<file path="config.mk">
export PLATFORM = sky130hd
export DESIGN_NAME = glb_mcast_tx
export DESIGN_NICKNAME = d
export VERILOG_FILES = /design/src/rtl/glb_bus_pkg.sv /design/src/rtl/glb_sync_fifo.sv /design/src/rtl/glb_mcast_tx.sv
export SDC_FILE = /design/constraint.sdc
export NUM_CORES = 1
export LEC_CHECK = 0
export CAP_MARGIN = 20
export CORE_MARGIN = 3
export CORE_UTILIZATION = 60
export CTS_CLUSTER_SIZE = 10
export DETAILED_ROUTE_END_ITERATION = 8
export DONT_BUFFER_PORTS = 1
export PLACE_DENSITY = 0.77
export SETUP_SLACK_MARGIN = 0.5
export SLEW_MARGIN = 20
export SYNTH_ARGS = -nofsm -noshare
export SYNTH_HDL_FRONTEND = slang
export SYNTH_SLANG_ARGS = --single-unit
</file>
<file path="constraint.sdc">
create_clock -name clk -period 3.3 [get_ports clk]
set_clock_uncertainty 0.1 [all_clocks]
set_input_delay 0.33 -clock clk [delete_from_list [all_inputs] [get_ports clk]]
set_output_delay 0.33 -clock clk [all_outputs]
set_load 0.01 [all_outputs]
</file>
<file path="src/rtl/glb_bus_pkg.sv">
// glb_bus_pkg: shared types and tag-matching helpers for the global multicast bus.
package glb_bus_pkg;

    localparam int DEF_DATA_WIDTH = 16;
    localparam int DEF_ID_WIDTH   = 4;
    localparam int MAX_ID_WIDTH   = 16;
    localparam int MAX_COL        = 32;

    typedef enum logic {IDLE, SEND} tx_state_e;

    typedef struct packed {
        logic [DEF_DATA_WIDTH-1:0] data;
        logic [DEF_ID_WIDTH-1:0]   tag;
    } bus_word_t;

    function automatic logic [MAX_ID_WIDTH-1:0] bcast_id(input int id_w);
        return MAX_ID_WIDTH'((33'd1 << id_w) - 33'd1);
    endfunction

    // Inputs are zero-extended to the maximum sizes; column IDs keep their packed id_w stride.
    function automatic logic [MAX_COL-1:0] match_mask(
        input logic [MAX_ID_WIDTH-1:0]         tag,
        input logic [MAX_COL*MAX_ID_WIDTH-1:0] ids,
        input int                              num_col,
        input int                              id_w
    );
        logic [MAX_ID_WIDTH-1:0] id;
        match_mask = '0;
        for (int i = 0; i < MAX_COL; i++) begin
            id = ids[i*id_w +: MAX_ID_WIDTH] & bcast_id(id_w);
            if (i < num_col) match_mask[i] = (id == tag) || (tag == bcast_id(id_w));
        end
    endfunction

endpackage

</file>
<file path="src/rtl/glb_sync_fifo.sv">
// glb_sync_fifo: show-ahead synchronous FIFO with registered occupancy count.
module glb_sync_fifo #(
    parameter int WIDTH = 20,
    parameter int DEPTH = 4
) (
    input  logic                       clk,
    input  logic                       rst,
    input  logic                       push_i,
    input  logic                       pop_i,
    input  logic [WIDTH-1:0]           wdata_i,
    output logic [WIDTH-1:0]           rdata_o,
    output logic                       full_o,
    output logic                       empty_o,
    output logic [$clog2(DEPTH):0]     count_o
);

    localparam int AW = $clog2(DEPTH);

    logic [WIDTH-1:0] mem_q [DEPTH];
    logic [AW-1:0]    wr_q, rd_q;
    logic [AW:0]      count_q;
    logic             do_push, do_pop;

    assign full_o  = count_q == (AW+1)'(DEPTH);
    assign empty_o = count_q == '0;
    assign count_o = count_q;
    assign rdata_o = mem_q[rd_q];
    assign do_push = push_i && !full_o;
    assign do_pop  = pop_i && !empty_o;

    always_ff @(posedge clk) begin
        if (rst) begin
            wr_q    <= '0;
            rd_q    <= '0;
            count_q <= '0;
        end else begin
            if (do_push) wr_q <= wr_q + AW'(1);
            if (do_pop) rd_q <= rd_q + AW'(1);
            count_q <= count_q + (AW+1)'(do_push) - (AW+1)'(do_pop);
        end
    end

    always_ff @(posedge clk) begin
        if (do_push) mem_q[wr_q] <= wdata_i;
    end

endmodule

</file>
<file path="src/rtl/glb_mcast_tx.sv">
// glb_mcast_tx: buffers tagged GLB words and holds each on the multicast bus
// until every matching column has accepted it.
module glb_mcast_tx
    import glb_bus_pkg::*;
#(
    parameter int DATA_WIDTH = 16,
    parameter int NUM_COL    = 4,
    parameter int ID_WIDTH   = 4,
    parameter int FIFO_DEPTH = 4
) (
    input  logic                        clk,
    input  logic                        rst,
    input  logic [DATA_WIDTH-1:0]       in_data,
    input  logic [ID_WIDTH-1:0]         in_tag,
    input  logic                        in_valid,
    output logic                        in_ready,
    input  logic [NUM_COL*ID_WIDTH-1:0] cfg_col_id,
    output logic [DATA_WIDTH-1:0]       bus_data,
    output logic [ID_WIDTH-1:0]         bus_tag,
    output logic                        bus_valid,
    input  logic [NUM_COL-1:0]          pe_ready,
    output logic [NUM_COL-1:0]          pending,
    output logic                        busy,
    output logic [15:0]                 sent_cnt,
    output logic [15:0]                 drop_cnt
);

    logic [DATA_WIDTH-1:0]       head_data, data_q, data_d;
    logic [ID_WIDTH-1:0]         head_tag, tag_q, tag_d;
    logic [NUM_COL-1:0]          match, pending_q, pending_d;
    logic [15:0]                 sent_q, sent_d, drop_q, drop_d;
    logic [$clog2(FIFO_DEPTH):0] count;
    logic                        full, empty, done, advance;
    tx_state_e                   state_q, state_d;

    // Full is registered, so a pop at full does not reopen the input this cycle.
    assign in_ready = !full && !rst;

    glb_sync_fifo #(.WIDTH(DATA_WIDTH + ID_WIDTH), .DEPTH(FIFO_DEPTH)) u_fifo (
        .clk     (clk),
        .rst     (rst),
        .push_i  (in_valid && in_ready),
        .pop_i   (advance),
        .wdata_i ({in_tag, in_data}),
        .rdata_o ({head_tag, head_data}),
        .full_o  (full),
        .empty_o (empty),
        .count_o (count)
    );

    assign match = NUM_COL'(match_mask(MAX_ID_WIDTH'(head_tag),
                                       (MAX_COL*MAX_ID_WIDTH)'(cfg_col_id), NUM_COL, ID_WIDTH));

    always_comb begin
        done      = state_q == SEND && (pending_q & ~pe_ready) == '0;
        advance   = (state_q == IDLE || done) && !empty;
        state_d   = done ? IDLE : state_q;
        pending_d = state_q == SEND ? pending_q & ~pe_ready : pending_q;
        data_d    = data_q;
        tag_d     = tag_q;
        sent_d    = sent_q + 16'(done);
        drop_d    = drop_q;
        if (advance) begin
            if (|match) begin
                state_d   = SEND;
                data_d    = head_data;
                tag_d     = head_tag;
                pending_d = match;
            end else begin
                state_d = IDLE;
                drop_d  = drop_q + 16'd1;
            end
        end
    end

    always_ff @(posedge clk) begin
        if (rst) begin
            state_q   <= IDLE;
            data_q    <= '0;
            tag_q     <= '0;
            pending_q <= '0;
            sent_q    <= '0;
            drop_q    <= '0;
        end else begin
            state_q   <= state_d;
            data_q    <= data_d;
            tag_q     <= tag_d;
            pending_q <= pending_d;
            sent_q    <= sent_d;
            drop_q    <= drop_d;
        end
    end

    assign bus_valid = state_q == SEND;
    assign bus_data  = data_q;
    assign bus_tag   = tag_q;
    assign pending   = pending_q;
    assign sent_cnt  = sent_q;
    assign drop_cnt  = drop_q;
    assign busy      = count != '0 || bus_valid;

endmodule
</file>
== Yosys cells after proc, flatten, opt, wreduce, memory -nomap -nowiden ==
Memory sizes are Yosys's and may differ from the RTL's. A register that Yosys moved wholly into a read port is not among the register bits.
Cells that the tools add are included.

* Input port bits: 43
* Register bits after elaboration: 64
* Latch bits: 0
* Output and inout bits: 59
* Word-level logic and storage cells: 58
* Bits in writable memories: 80
* ROM bits: 0
* Memories: 1

{| class="wikitable"
|+ Memories
! memory !! depth !! width !! rd ports !! clocked after memory_dff !! wr ports !! RTL line !! RTL
|-
| u_fifo.mem_q || 4 || 20 || 1 || 1 || 1 || glb_sync_fifo.sv:19 || <nowiki>logic [WIDTH-1:0] mem_q [DEPTH];</nowiki>
|}

* Div/mod/pow operators: 0
* $add $sub $neg: 6
* Reduce and logical (&&, ||, !) cells: 22
* Shift operators: 0
* Mux-type cells: 10
* Multiply operators: 0
* Bitwise operators: 4
* $lt $le $gt $ge: 0
* Equal/unequal tests: 6

{| class="wikitable"
|+ Operators by type and width
! kind !! count
|-
| $add A16 B1 Y16 || 1
|-
| $add A16 B1 Y16 const B || 1
|-
| $eq A4 B4 Y1 || 4
|-
| $mux W4 || 3
|-
| $logic_and A1 B1 Y1 || 6
|-
| $logic_or A1 B1 Y1 || 6
|-
| $mux W1 || 5
|-
| $add A2 B1 Y2 const B || 2
|-
| $and A4 B4 Y4 || 1
|-
| $eq A4 B4 Y1 const B || 1
|-
| $logic_not A4 Y1 || 1
|-
| $mux W2 || 2
|-
| $not A4 Y4 || 1
|-
| $reduce_and A2 Y1 || 2
|-
| $reduce_or A4 Y1 || 1
|-
| $add A3 B1 Y3 || 1
|-
| $eq A3 B3 Y1 const B || 1
|-
| $logic_not A1 Y1 || 3
|-
| $logic_not A3 Y1 || 1
|-
| $reduce_bool A3 Y1 || 1
|-
| $sub A3 B1 Y3 || 1
|-
| $not A1 Y1 || 2
|-
| $reduce_bool A2 Y1 || 1
|}

== Depth between registers and ports, before layout ==
Gate-level depths: netlist of run 1.

* Depth in word-level cells: 9
* Mapped depth: 12
* Depth with buffers taken out: 11

== By module ==
From an unflattened synthesis of run 1, not the netlist that was laid out.

* Cell total of the unflattened synthesis: 482
* Area total of the unflattened synthesis: 6,078.3 um^2

{| class="wikitable"
|+ Modules (own cells, without submodules)
! module !! sequential area each (um^2) !! cells an instance !! times used !! area an instance (um^2)
|-
| glb_sync_fifo || 2,582.5 || 155 || 1 || 3,360.7
|-
| glb_mcast_tx || 1,141.1 || 327 || 1 || 2,717.6
|}

== Worst setup path before layout of run 1 ==
Ideal clock, no wire load.

* Kind: flip-flop to flip-flop
* From: register with a tool-made name
* To: register data_q[0] (netlist: bus_data[0])
* Library setup time: 0.132 ns
* Stages on the path, launching flop included: 11
* Data required time: 3.068 ns
* Data arrival time: 2.440 ns
* Clock period less this slack: 2.672 ns
* Setup slack: 0.628 ns
* Cells stage by stage: dfxtp_1 buf_6 mux4_2 buf_6 xor2_1 o41a_4 and4_1 buf_2 clkbuf_2 o21ai_0 a21oi_1

{| class="wikitable"
|+ RTL lines
! element !! RTL line !! RTL
|-
| end signal: assignment || glb_mcast_tx.sv:86 || <nowiki>data_q <= data_d;</nowiki>
|-
| end: declaration || glb_mcast_tx.sv:28 || <nowiki>logic [DATA_WIDTH-1:0] head_data, data_q, data_d;</nowiki>
|}

==> impl_metrics.ini, run 1 <==
[setup_path]
slowest_stage = mux4_2
cp_cell_sequence = buf_12 -> mux4_2 -> xor2_1 -> o41a_4 -> nand4_4 -> buf_4 -> buf_4 -> nand3_1 -> a21oi_1
critPathArrivalTime_ns = 3.06
reg2reg_slack_ns = 0.61
worst-path-max-fanout = 9
path_common_cell = buf_4
r2r_end = bus_data[9]$_SDFFE_PP0P_
worstRegToRegCells = 9
critPathMaxStageDelay_ns = 0.62
critPathLaunchType = register
critical_path_class = reg -> reg
worstPathRequired_ns = 3.67
worst_setup_path_end_kind = register

[power]
power_mw = 6.175
netSwitchingPower_mw = 2.102
peakVddDrop_uv = 519.6
total_leakage_power_nw = 2.418
internal_power_mw = 4.072
share_comb_of_total_power = 0.295
power_density_nw_per_um2 = 859.0
clkPwrFrac = 0.312
seqPwrFrac = 0.393
p_sw_frac = 0.3405

[drt]
wl_met3_mm = 1.428
detail_route.wl_per_cell_um = 21.45
ant_nets = 0
dr.first_iter.drc_count = 424
routedLengthMet1_mm = 5.206
dr_total_vias = 4088
wl_met2_mm = 7.338
drt_wl_total_mm = 14.20
drt_first_pass_iters = 5
vias_per_cell = 6.175
top_layer = met4
drc = 0

[placed_design]
hpwl_mm = 8.213
io_buffers = 0
placed_area_sq_um = 6142
placed_cells = 587
gp_congestion = 0.7565

[clock_network]
cts_buffers = 17
clockBufferDepth = 2
h-tree-depth = 4
cts.clk_slew.worst_paths_ns = 0.07
cts.sinks = 146
cts_tree = done
clock_latency_ns = 0.54
root_buffer = clkbuf_8

[synth]
synth_warnings = 0
avgSynthCellArea_sq_um = 12.85
synthesis.area_sq_um = 6103
ys_types = 42
synth_edf_count = 80
synthArstFlopShare = 0
yosysSeqAreaShare = 0.6101
ys_ff_latch = 146
syn-num-nets = 528
synthCells = 475
synth_flop_cell = edfxtp_1

[grt]
grt-ovfl-total = 0
antenna_found_initial = 0
grt_max_degree = 66
grt_pass1_wl_mm = 22.36
grt_use_total = 0.2611
grt_pass1_vias = 4131

[hold_path]
hold_path_depth = 2
min-delay-start = rst
hold_end = u_fifo.wr_q[0]$_SDFFE_PP0N_
worstHoldPathType = in -> reg

[layout]
final_cell_mix = 80 x edfxtp_1, 64 x dfxtp_1, 44 x a21oi_1
drive_above_1_share = 0.1607
antenna_cells = 0
final_common_cell = edfxtp_1
finalInstanceArea_sq_um = 7188
layout.cells.non_filler = 662
n_fill_cell = 644
syn2layout_area_growth_pct = 17.77
nNetsFinal = 569
fin_util = 0.7320

[die]
rows = 36
start_util = 0.6216
dieArea_sq_um = 11420
core_area_sq_um = 9819
ios = 102
die_x_um = 106.9
die_height_um = 106.9

[sta]
max_clock_freq_mhz = 371.8
hold_viol = 0
finalMaxSlewViolations = 0
final.min_clock_period_ns = 2.690
worstMarginPinSlew_ns = 0.5528
setup_tns_ns = 0
rsz0062_at_grt = no
relSlewSlack = 0.6297
setup_viol = 0
post-route-period-util = 0.8151

[run]
maxCapViolCount = 0

[status]
status = complete, no violations
[flip-flops by register name (all words and copies together), names as in the netlist, 3 cells and up, named ones only]
name	flops
u_fifo.mem_q	80
sent_cnt	16
bus_tag	4
drop_cnt	16
pending	4
bus_data	16
u_fifo.count_o	3
[what timing repair did]
action / 4_1_cts / 5_1_grt
resized for setup: 9 / 3
endpoints found under the hold margin: 146 / 0
hold buffers: 26 / 0
endpoints found under the setup margin: 41 / 32
setup buffers: 12 / 3
pin swaps: 5 / 2
gates cloned: 2 / 0
[cell type report]
class,instances,area (sq um),area share
clock buffers,17,414.1,0.05762
clock inverters,15,182.7,0.02541
repair buffers,53,493.0,0.06858
inverters,11,41.29,0.005744
multi-input cells,287,2162,0.3008
flip-flops and latches,146,3729,0.5187
well taps,133,166.4,0.02315
[power groups by stage]
stage / clock network [mW] / registers [mW] / logic (mW)
after floorplan: 0 / 2.36 / 1.47
after global placement: 0 / 2.44 / 1.49
after detailed placement: 0 / 2.45 / 1.54
after CTS: 1.95 / 2.42 / 1.79
after global routing: 2.01 / 2.46 / 2.01
final: 1.93 / 2.43 / 1.82
[stage by stage]
| step | hold WS, ns | setup WS [ns] |
|---|---|---|
| 2_1_floorplan | 0.3289 | 0.6276 |
| 3_3_place_gp | 0.3072 | 0.3311 |
| 3_5_place_dp | 0.3085 | 0.1994 |
| 4_1_cts | 0.01627 | 0.5293 |
| 5_1_grt | 0.05236 | 0.5108 |
| 6_report | 0.03785 | 0.6102 |
[cell usage after synthesis, types with 2 or more instances]
| cell | number | share of area |
|---|---|---|
| edfxtp_1 | 80 | 0.39 |
| dfxtp_1 | 66 | 0.22 |
| a21oi_1 | 44 | 0.036 |
| nand3_1 | 32 | 0.026 |
| o21ai_0 | 25 | 0.021 |
| nand2_1 | 24 | 0.015 |
| xnor2_1 | 19 | 0.027 |
| mux4_2 | 17 | 0.063 |
| nor2_1 | 17 | 0.010 |
| o31ai_1 | 15 | 0.018 |
| clkbuf_1 | 14 | 0.0086 |
| or4_1 | 14 | 0.017 |
| xor2_1 | 12 | 0.017 |
| inv_1 | 11 | 0.0068 |
| and3_1 | 9 | 0.0092 |
| ha_1 | 9 | 0.018 |
| nand4_1 | 8 | 0.0082 |
| buf_2 | 5 | 0.0041 |
| nand2b_1 | 5 | 0.0051 |
| or3_1 | 5 | 0.0051 |
| buf_4 | 4 | 0.0049 |
| nor2b_1 | 4 | 0.0041 |
| nor3_1 | 4 | 0.0033 |
| and4_1 | 3 | 0.0043 |
| mux4_1 | 3 | 0.013 |
| o211ai_1 | 3 | 0.0037 |
| a31oi_1 | 2 | 0.0020 |
| and2_1 | 2 | 0.0020 |
| buf_1 | 2 | 0.0012 |
| buf_12 | 2 | 0.0066 |
| buf_6 | 2 | 0.0037 |
| buf_8 | 2 | 0.0049 |
| clkbuf_2 | 2 | 0.0016 |
[how the worst max path moves through the flow]
stage / endpoint / cells after the start / start
floorplan: bus_data[0]$_SDFFE_PP0P_ / 10 / register
global placement: drop_cnt[8]$_SDFFE_PP0P_ / 7 / register
detailed placement: bus_data[4]$_SDFFE_PP0P_ / 7 / register
CTS: bus_data[14]$_SDFFE_PP0P_ / 9 / register
global route: bus_data[9]$_SDFFE_PP0P_ / 9 / register
finish: bus_data[9]$_SDFFE_PP0P_ / 9 / register
[logic make-up after synthesis]
family	synth area share
multiplexers	0.07565
adder cells (fa/ha/maj)	0.02173
AO/OA/AOI/OAI	0.08795
flip-flops	0.6101
XOR/XNOR	0.04449
AND/OR/NAND/NOR	0.1177
buffers and inverters	0.04244
[worst max-delay path: cells and delay by family, from the launching register on]
kind                      cells  cell delay (ns)
xor gates and xnor gates      1             0.20
buffers and inverters         3             0.42
DFF                           1             0.38
and+or+nand+nor               2             0.25
muxes                         1             0.62
AOI/OAI and AO/OA             2             0.64
[metal layers]
layer / vias up / global-route usage
li1: 1874 / -
met1: 1983 / 0.3140
met2: 206 / 0.4348
met3: 25 / 0.09392
met4: 0 / 0.09498
met5: - / 0
Note: power is estimated with default switching activity, not from simulation.
==> run 2: changes to the inputs <==
==> constraint.sdc (replaced) <==
create_clock -name clk -period 2.7 [get_ports clk]
set_clock_uncertainty 0.1 [all_clocks]
set_input_delay 0.27 -clock clk [delete_from_list [all_inputs] [get_ports clk]]
set_output_delay 0.27 -clock clk [all_outputs]
set_load 0.01 [all_outputs]
==> run 2 against run 1 <==
Compared with the run above: the flow now finishes with violations (negative hold slack, negative setup slack); clock power rose by 15%; wire length up 5.3%; sequential share of layout area down 4.0 points; worst setup slack got worse by 0.62 ns; critical endpoint is now drop_cnt[3]$_SDFFE_PP0P_; highest routed layer unchanged; final cell count up 3.2%.
==> impl_metrics.ini, run 2 (synthesis gave the netlist of run 1 again) <==
[status]
status = finished, violations left
violations = negative hold slack, negative setup slack

[setup_path]
worst-path-max-fanout = 5
worstPathRequired_ns = 3.05
critical_path_class = reg -> reg
worst_setup_path_end_kind = register
critPathLaunchType = register
critPathArrivalTime_ns = 3.06

[layout]
drive_above_1_share = 0.3109
fin_util = 0.7965
layout.cells.non_filler = 683
nNetsFinal = 590
final_cell_mix = 80 x edfxtp_1, 60 x dfxtp_1, 32 x a21oi_1
n_fill_cell = 575
top_register = u_fifo.mem_q
largest_register_ffs = 80
syn2layout_area_growth_pct = 28.15
final_common_cell = edfxtp_1
finalInstanceArea_sq_um = 7821
multi_input_area_sq_um = 2551
regArea_sq_um = 3746
antenna_cells = 0

[power]
total_leakage_power_nw = 2.629
share_comb_of_total_power = 0.377
netSwitchingPower_mw = 2.979
seqPwrFrac = 0.358
p_sw_frac = 0.3574
power_density_nw_per_um2 = 1065
peakVddDrop_uv = 562.8
internal_power_mw = 5.355
clkPwrFrac = 0.265

[sta]
relSlewSlack = 0.6885
setup_viol = 1
fin_ws_ns = -0.01427
final.min_clock_period_ns = 2.714
whs_ns = -0.2693
rsz0062_at_grt = yes
worstMarginPinSlew_ns = 0.4672
max_clock_freq_mhz = 368.4
hold_viol = 59
setup_tns_ns = -0.01427
finalMaxSlewViolations = 0
post-route-period-util = 1.005

[clock_network]
cts_buffers = 17
clock_latency_ns = 0.52
cts_tree = done
h-tree-depth = 4
root_buffer = clkbuf_8
clockBufferDepth = 2
cts.sinks = 146
cts.clk_slew.worst_paths_ns = 0.06
cts_hold_buf = 28

[die]
ios = 102
die_x_um = 106.9
die_height_um = 106.9
dieArea_sq_um = 11420
start_util = 0.6216
rows = 36
core_area_sq_um = 9819

[grt]
grt_pass1_wl_mm = 22.63
antenna_found_initial = 0
grt_use_total = 0.2642
grt_max_degree = 67
grt_pass1_vias = 4323
grt-ovfl-total = 0

[drt]
ant_nets = 0
drt_first_pass_iters = 4
dr.first_iter.drc_count = 265
detail_route.wl_per_cell_um = 21.89
dr_total_vias = 4230
drt_wl_total_mm = 14.95
vias_per_cell = 6.193
drc = 0

[placed_design]
gp_congestion = 0.7659
placed_area_sq_um = 6349
hpwl_mm = 8.660
io_buffers = 0
placed_cells = 603

[hold_path]
min-delay-start = rst
worstHoldPathType = in -> reg

[run]
maxCapViolCount = 0
## run 2: changes by cell type in the layout (fill, tap and decap cells not counted), sizes merged
cell,before,now
buf,28,46
bufinv,3,1
clkinv,5,4
dlygate4sd3,25,27
inv,14,17
nand4,12,13
## run 2: metrics by stage
stage                     power [mW]  setup WS [ns]
after detailed placement       5.239        -0.1017
after global routing           8.694       -0.06103
after CTS                      7.987        0.08779
after floorplan                4.920        0.09803
after global placement         5.141       0.003726
final                          8.333       -0.01427
## run 2: final cells by class
cell class              instances  share of cell area
clock buffers                  17             0.05295
multi-input cells             288              0.3262
clock inverters                15             0.01936
inverters                      11            0.005279
well taps                     133             0.02128
flip-flops and latches        146              0.4790
repair buffers                 73             0.09598
## run 2: repair_timing
item                                    CTS  global route
buffers inserted                         14             4
resized for setup                        31            61
endpoints found under the setup margin   42            51
endpoints found under the hold margin   146            59
cloned                                    3             0
pin swaps                                21            28
## run 2: power by group through the flow
stage	combinational [mW]	sequential (mW)	clock, mW
6_report	3.14	2.98	2.21
3_5_place_dp	2.25	2.99	0
2_1_floorplan	2.03	2.89	0
5_1_grt	3.36	3.02	2.32
3_3_place_gp	2.16	2.98	0
4_1_cts	2.79	2.97	2.23
## run 2: path summary, 6_finish.rpt
path | endpoint | cells after the start | slack, ns
max | drop_cnt[3]$_SDFFE_PP0P_ | 10 | -0.01
min reg2reg | bus_data[10]$_SDFFE_PP0P_ | 2 | 0.43
max reg2reg | drop_cnt[3]$_SDFFE_PP0P_ | 10 | -0.01
min | sent_cnt[12]$_SDFF_PP0_ | 1 | -0.27
## run 2: critical path: stages (launching register included)
cell     delay [ns]
dfxtp_4        0.37
buf_12         0.11
mux4_2         0.59
buf_6          0.16
xnor2_1        0.11
nand4_1        0.14
buf_4          0.17
buf_6          0.12
nand4_4        0.13
or4_1          0.46
a21oi_1        0.18
## run 2: per-layer routing
metal / part of all wire / vias up / wire [um] / track usage
met5: 0 / - / 0 / 0
met3: 0.086 / 42 / 1286 / 0.1011
met2: 0.52 / 170 / 7818 / 0.4460
met4: 0.029 / 0 / 432 / 0.1114
met1: 0.36 / 2100 / 5410 / 0.3010
li1: - / 1918 / - / -
==> run 3: changes to the inputs <==
--- a/config.mk
+++ b/config.mk
@@ -6,12 +6,14 @@
 export NUM_CORES = 1
 export LEC_CHECK = 0
 export CAP_MARGIN = 20
+export CELL_PAD_IN_SITES_DETAIL_PLACEMENT = 2
+export CELL_PAD_IN_SITES_GLOBAL_PLACEMENT = 2
 export CORE_MARGIN = 3
-export CORE_UTILIZATION = 60
+export CORE_UTILIZATION = 46
 export CTS_CLUSTER_SIZE = 10
 export DETAILED_ROUTE_END_ITERATION = 8
 export DONT_BUFFER_PORTS = 1
-export PLACE_DENSITY = 0.77
+export PLACE_DENSITY = 0.85
 export SETUP_SLACK_MARGIN = 0.5
 export SLEW_MARGIN = 20
 export SYNTH_ARGS = -nofsm -noshare
==> constraint.sdc (replaced) <==
create_clock -name clk -period 3.4 [get_ports clk]
set_clock_uncertainty 0.1 [all_clocks]
set_input_delay 0.34 -clock clk [delete_from_list [all_inputs] [get_ports clk]]
set_output_delay 0.34 -clock clk [all_outputs]
set_load 0.01 [all_outputs]
==> run 3 against run 2 <==
Compared with the run above: the flow now finishes without violations; hold slack better by 0.31 ns; fmax down 4.6%; die area up 29%; largest power group is now registers; highest routed layer unchanged.
==> impl_metrics.ini, run 3 (synthesis gave the netlist of run 1 again) <==
[layout]
nNetsFinal = 556
syn2layout_area_growth_pct = 16.24
top_register = u_fifo.mem_q
final_cell_mix = 80 x edfxtp_1, 61 x dfxtp_1, 44 x a21oi_1
n_fill_cell = 1125
final_common_cell = edfxtp_1
drive_above_1_share = 0.1570
largest_register_ffs = 80

[clock_network]
clockBufferDepth = 2
root_buffer = clkbuf_16
cts.clk_slew.worst_paths_ns = 0.06
clock_latency_ns = 0.45
cts_tree = done
h-tree-depth = 4
cts_buffers = 17
cts.sinks = 146

[sta]
final.min_clock_period_ns = 2.845
finalMaxSlewViolations = 0
setup_tns_ns = 0
setup_viol = 0
rsz0062_at_grt = yes
hold_viol = 0
relSlewSlack = 0.4868
worstMarginPinSlew_ns = 0.7662
fin_ws_ns = 0.5553
max_clock_freq_mhz = 351.5
post-route-period-util = 0.8367

[status]
status = complete, no violations

[placed_design]
pre_cts_slack_ns = 0.1693
io_buffers = 0
hpwl_mm = 10.53
gp_congestion = 0.7172

[grt]
grt_use_total = 0.2823
grt-ovfl-total = 0
antenna_found_initial = 1
grt_pass1_wl_mm = 29.91
grt_pass1_vias = 4681
grt_max_degree = 66

[power]
power_density_nw_per_um2 = 861.0
total_leakage_power_nw = 2.351
peakVddDrop_uv = 615.4

[setup_path]
worstPathRequired_ns = 3.61
worst-path-max-fanout = 24
worst_setup_path_end_kind = register
critical_path_class = reg -> reg
critPathLaunchType = register
critPathArrivalTime_ns = 3.05
worstRegToRegCells = 6

[drt]
ant_nets = 0
detail_route.wl_per_cell_um = 28.69
drc = 0
dr.first_iter.drc_count = 330
drt_wl_total_mm = 19.76
drt_first_pass_iters = 4
dr_total_vias = 4194
vias_per_cell = 6.087

[die]
start_util = 0.4778
rows = 41
core_area_sq_um = 12770
dieArea_sq_um = 14690
die_x_um = 121.2
die_height_um = 121.2
ios = 102

[hold_path]
hold_path_depth = 3
worstHoldPathType = in -> reg

[run]
maxCapViolCount = 0
[run 3: final cells by class]
| cell class | count | area, sq um | share of cell area |
|---|---|---|---|
| Tap cell | 172 | 215.2 | 0.03034 |
| Antenna cell | 1 | 2.502 | 0.0003527 |
| Timing Repair Buffer | 40 | 374.1 | 0.05273 |
| Clock buffer | 19 | 442.9 | 0.06243 |
| Inverter | 11 | 41.29 | 0.005820 |
| Multi-Input combinational cell | 287 | 2162 | 0.3048 |
| Clock inverter | 13 | 126.4 | 0.01781 |
| Sequential cell | 146 | 3730 | 0.5258 |
[run 3: per-stage QoR]
stage	instances	cell area [sq um]	hold WS, ns	total power, mW	util
floorplan	475	6103	0.3389	3.713	-
global placement	624	6176	0.3188	3.875	0.4835
detailed placement	624	6176	0.3206	4.022	0.4835
CTS	687	7053	0.05787	6.006	0.5522
global route	689	7094	0.05738	6.411	0.5554
finish	689	7094	0.04299	6.108	0.5554
[run 3: worst paths after layout]
path | start | endpoint | slack, ns
worst min register to register | drop_cnt[9]$_SDFFE_PP0P_ | drop_cnt[9]$_SDFFE_PP0P_ | 0.45
worst max-delay path | register | pending[2]$_SDFF_PP0_ | 0.56
worst min-delay path | pe_ready[1] | pending[1]$_SDFF_PP0_ | 0.04
worst max register to register | register | pending[2]$_SDFF_PP0_ | 0.56
[run 3: power breakdown]
part / total, mW / internal, mW / switching (mW)
Clock: 1.84 / 1.04 / 0.802
Sequential: 2.39 / 2.10 / 0.295
Combinational: 1.88 / 0.662 / 1.22
Total: 6.11 / 3.79 / 2.31
[run 3: critical path, cell delays in order (launching register included)]
cell      delay [ns]
dfxtp_2         0.43
mux4_2          0.67
xor2_1          0.20
o41a_4          0.57
and4_4          0.31
o211ai_1        0.31
a21oi_1         0.13
[run 3: repair_timing]
action / CTS / global route
setup endpoints to repair: 39 / 32
hold endpoints to repair: 146 / 0
resized for setup: 4 / 7
gates cloned: 1 / 1
hold buffers: 21 / 0
setup buffers: 9 / 0
pin swaps: 5 / 1
[run 3: per-layer routing]
layer	share of wire	vias up	GRT usage
li1	-	1847	-
met1	0.35	2163	0.3019
met2	0.55	149	0.5099
met3	0.079	35	0.1077
met4	0.025	0	0.09524
met5	0	-	0
